[config.mk]
export PLATFORM = sky130hd
export DESIGN_NAME = counter_rtl_flat
export DESIGN_NICKNAME = d
export VERILOG_FILES = /design/src/rtl/counter_if.sv /design/src/rtl/counter_rtl.sv /design/src/flat_wrapper.sv
export SDC_FILE = /design/constraint.sdc
export NUM_CORES = 1
export LEC_CHECK = 0
export BUFFER_PORTS_ARGS = -buffer_cell sky130_fd_sc_hd__buf_4
export CORE_AREA = 2 2 39 41
export DETAILED_ROUTE_END_ITERATION = 10
export DIE_AREA = 0 0 41 43
export PLACE_DENSITY = 0.53
export SLEW_MARGIN = 20
export SYNTH_ARGS = -nofsm -noshare
export SYNTH_HDL_FRONTEND = slang
export SYNTH_SLANG_ARGS = --single-unit
[constraint.sdc]
create_clock -name clock -period 1.6 [get_ports clock]
set_input_delay 0.24 -clock clock [delete_from_list [all_inputs] [get_ports clock]]
set_output_delay 0.24 -clock clock [all_outputs]
set_load 0.01 [all_outputs]
[src/rtl/counter_if.sv]
// Signal bundle for the modulo-12 counter: the clock is the interface port,
// everything else travels as members.
interface counter_if (
  input logic clock
);
  logic       reset;
  logic       load;
  logic [3:0] data_in;
  logic       upd;
  logic [3:0] count;

  modport master (input clock, output reset, output load, output data_in, output upd, input count);
  modport slave  (input clock, input reset, input load, input data_in, input upd, output count);
endinterface

[src/rtl/counter_rtl.sv]
// 4-bit modulo-12 up/down counter with synchronous parallel load and
// asynchronous active-low reset; count is driven straight from the register.
module counter_rtl (
  counter_if.slave cif
);
  localparam logic [3:0] COUNT_MAX = 4'd11;

  logic [3:0] count_q;
  logic [3:0] count_d;

  always_comb begin
    // NOTE: default first so every path assigns count_d and no latch is inferred.
    count_d = '0;
    if (cif.load) begin
      count_d = (cif.data_in > COUNT_MAX) ? '0 : cif.data_in;
    end else if (count_q > COUNT_MAX) begin
      // Unreachable in normal operation; recovers an upset register to 0.
      count_d = '0;
    end else if (cif.upd) begin
      count_d = (count_q == COUNT_MAX) ? '0 : count_q + 4'd1;
    end else begin
      count_d = (count_q == 4'd0) ? COUNT_MAX : count_q - 4'd1;
    end
  end

  // NOTE: non-blocking assignment for state so all flops update together at the edge.
  always_ff @(posedge cif.clock or negedge cif.reset) begin
    if (!cif.reset) begin
      count_q <= '0;
    end else begin
      count_q <= count_d;
    end
  end

  assign cif.count = count_q;
endmodule

[src/flat_wrapper.sv]
// flat-port wrapper written by rule: the top's interface ports become plain ports
module counter_rtl_flat 
  (clock, cif_reset, cif_load, cif_data_in, cif_upd, cif_count);
  counter_if cif_i (.clock(clock));
  input wire logic clock;
  input wire logic [$bits(cif_i.reset)-1:0] cif_reset;
  input wire logic [$bits(cif_i.load)-1:0] cif_load;
  input wire logic [$bits(cif_i.data_in)-1:0] cif_data_in;
  input wire logic [$bits(cif_i.upd)-1:0] cif_upd;
  output wire logic [$bits(cif_i.count)-1:0] cif_count;
  assign cif_i.reset = cif_reset;
  assign cif_i.load = cif_load;
  assign cif_i.data_in = cif_data_in;
  assign cif_i.upd = cif_upd;
  assign cif_count = cif_i.count;
  counter_rtl u_core (.cif(cif_i));
endmodule
# Word-level counts from Yosys, hierarchy flattened
# Index checks and enable logic that the tools add are counted.
# totals
regBits	4
wordCells	13
# op_classes
n_addsub	2
order_cmp	2
eq_ne	1
n_mux	6
reduce_logical	1
# ops
operator	n
4-bit 2-to-1 mux	6
4-bit greater-than comparator, second input constant	2
4-bit by 1-bit adder with 4-bit output, second input constant	1
4-bit == test, second input constant	1
4-bit logical NOT	1
4-bit by 1-bit subtractor with 4-bit output, second input constant	1

# Longest topological paths before layout
# logic_depth
ltp_word	5
depth_mapped	6
mapped_depth_nobuf	6

# Worst setup path after synthesis
# No wires, ideal clock.
# synth_path
kind	flip-flop to flip-flop
from	reg u_core.count_q[0] (netlist: u_core.cif.count[0])
to	reg u_core.count_q[2] (netlist: u_core.cif.count[2])
setup_time_ns	0.076
t_arrival_ns	1.344
required_ns	1.524
slack_ns	0.179
path_stages_with_launch	7
n_path_buf	0
synth_period_minus_slack_ns	1.421
path_cell_list	dfrtp_1 inv_1 ha_1 or3b_1 o22ai_1 a31oi_1 o21ai_1
# synth_via
elab_chain_len	5
# synth_rtl
element	line_no	source
start, declared	counter_rtl.sv:8	logic [3:0] count_q;
start signal, assigned	counter_rtl.sv:31	count_q <= count_d;
4-bit by 1-bit subtractor with 4-bit output (tied with other cells)	counter_rtl.sv:22	count_d = (count_q == 4'd0) ? COUNT_MAX : count_q - 4'd1;
4-bit 2-to-1 mux, on equally long branches	counter_rtl.sv:22, counter_rtl.sv:20	
4-bit 2-to-1 mux	counter_rtl.sv:19	end else if (cif.upd) begin
4-bit 2-to-1 mux (*)	counter_rtl.sv:16	end else if (count_q > COUNT_MAX) begin
4-bit 2-to-1 mux (*)	counter_rtl.sv:14	if (cif.load) begin
named net u_core.count_d[2]	counter_rtl.sv:9	logic [3:0] count_d;
# Mark *: on every way through the listed nets, which the timed path passes. The rest lies on a longest branch.

# Worst setup path in the final report
# Ends and elaborated chain as after synthesis.

==> reports/qor.csv <==
metric;value;unit
fin_ws;0.166;ns
finalPower;0.484;mW
placed_area;429;um^2
wire_per_inst;10.7;um
ir_worst_vdd;0.455;mV
layout.nets;68;
clock_path_buffers;2;
power_switching;0.165;mW
clock.fmax;0.697;GHz
clockRootBuffer;clkbuf_4;
end_kind;register;
vias;334;
finalCritPeriodShare;89.6;%
antenna_cells;0;
final_area;462;um^2
worstMarginPinSlew;0.270;ns
place_hpwl;584;um
grt_pass1_vias;304;
grt_pass1_wl;1.15;mm
fillers;150;
die_area;0.00176;mm^2
port_buffers;11;
area_delta_synth_final;48.2;%
cp.required;1.76;ns
post_cts_buffers;0;
rsz0062_at_grt;no;
cts_resized;0;
clock_power_share;25.2;%
largest_reg_flops;4;
fin_tns_setup;0;ns
p_comb_share;44.8;%
cts_tree;done;
viasPerCell;4.64;
place_congestion;0.650;
report.final.slew_viol_count;0;
cts_hold_buf;1;
ant_nets;0;
holdWs;0.210;ns
regArea;100;um^2
fin_crit;1.43;ns
start_kind;register;
yosysSeqAreaShare;32.1;%
track_usage;9.60;%
die_h;43;um
p_per_area;1050;mW/mm^2
critPathArrivalTime;1.59;ns
die-width;41;um
synth.yosys.warnings;0;
swShare;34.0;%
antenna_found_initial;0;
drt-pass1-iter-count;2;
maxCapViolCount;0;
multi_input_area;196;um^2
hold_viol;0;
min_path_type;in -> reg;
grt_max_degree;11;
ys_ff_latch;4;
syn_area;312;um^2
gr-total-overflow;0;
syn_nets;49;
internal_power;0.319;mW
layout-drive-gt1-share;33.9;%
finalSetupViolations;0;
cts_buffers;3;
clkTransAtPathRegs;0.04;ns
outcome;complete, no violations;
synthCells;39;
htreeDepth;1;
critPathMaxFanout;3;
insertion_delay;0.23;ns
drt_iter0_markers;1;
leakagePower;0.222;nW
cts_num_sinks;4;
io_pins;12;
fin_worst_skew;0.00368;ns
p_seq_share;30.0;%
initial_utilization;22.5;%
drc;0;
rows;14;
fp.coreArea;0.00138;mm^2
critPathKind;reg -> reg;
dpl_worst_slack;0.181;ns
wirelength;767;um
ys_types;21;
avgSynthCellArea;7.99;um^2
maxSlewHeadroom;82.0;%
## cells by family (layout without fill, tap and decap cells)
logic type	after synthesis	count (layout)	synth area share, %
AOI/OAI and AO/OA	14	14	26.9
xor gates and xnor gates	1	1	2.81
adders and majority gates	2	2	8.03
buffers and inverters	4	21	4.82
DFF	4	4	32.1
and+or+nand+nor	14	14	25.3
## power groups by stage
stage / clock network (mW) / registers (mW) / logic [mW]
global placement: 0 / 0.146 / 0.215
finish: 0.122 / 0.145 / 0.217
global route: 0.134 / 0.149 / 0.239
CTS: 0.127 / 0.145 / 0.216
floorplan: 0 / 0.160 / 0.104
detailed placement: 0 / 0.146 / 0.213
## layout by cell type, fill, tap and decap left out, types with 2 or more instances in the layout
master and n:
dfrtp_1 4, o21ai_1 2, clkbuf_4 3, o22ai_1 2
buf_4 13, ha_1 2, nand3_1 2, nor3_1 3
a21oi_1 4, o21ai_0 2, nand2_1 3, inv_1 4
## per-stage QoR
step	cells	utilization, %
global route	72	33.4
finish	72	33.4
detailed placement	68	31.0
global placement	68	31.0
floorplan	39	-
CTS	72	33.4
## critical path, cell delays in order, from the launching register on
cell	delay, ns
dfrtp_1	0.37
inv_1	0.06
ha_1	0.17
or3b_1	0.38
o22ai_1	0.18
a31oi_1	0.08
o21ai_1	0.14
## layout make-up
| cell class | instances | share of cell area [%] |
|---|---|---|
| clock buffers | 3 | 4.88 |
| inverters | 4 | 3.25 |
| multi-input cells | 31 | 42.5 |
| flip-flops and latches | 4 | 21.7 |
| well taps | 16 | 4.34 |
| repair buffers | 14 | 23.3 |
## per-layer routing
metal / routed length [um] / vias to the layer above / share of wire (%) / global-route usage, %
met5: 0 / - / 0 / 0
met4: 0 / 0 / 0 / 6.00
met3: 56 / 0 / 7.3 / 1.57
met2: 320 / 11 / 42 / 11.9
met1: 390 / 144 / 51 / 14.8
li1: - / 179 / - / -
## worst paths after layout
path,slack (ns),from,cells past startpoint,endpoint
worst max-delay path,0.17,u_core.cif.count[0]$_DFF_PN0_,6,u_core.cif.count[2]$_DFF_PN0_
worst min-delay path,0.21,cif_data_in[2],2,u_core.cif.count[3]$_DFF_PN0_
worst max register to register,0.17,u_core.cif.count[0]$_DFF_PN0_,6,u_core.cif.count[2]$_DFF_PN0_
worst min register to register,0.76,u_core.cif.count[3]$_DFF_PN0_,3,u_core.cif.count[3]$_DFF_PN0_
max in group asynchronous,1.15,cif_reset,2,u_core.cif.count[1]$_DFF_PN0_
min in group asynchronous,0.34,cif_reset,2,u_core.cif.count[2]$_DFF_PN0_
## synth_stat cells (all sizes together)
library cell | n | area (um^2)
o22ai | 2 | 12.5
and3 | 1 | 7.51
a21boi | 1 | 7.51
o21ai | 4 | 20.0
dfrtp | 4 | 100
or3b | 1 | 8.76
nor2 | 1 | 3.75
or2 | 1 | 6.26
inv | 4 | 15.0
and2b | 1 | 8.76
nand3 | 2 | 10.0
a31oi | 1 | 6.26
xnor2 | 1 | 8.76
nor3 | 3 | 15.0
a32o | 1 | 10.0
a211oi | 1 | 7.51
a21oi | 4 | 20.0
nand3b | 1 | 7.51
ha | 2 | 25.0
nand2 | 3 | 11.3
Note: power is estimated with default switching activity, not from simulation.
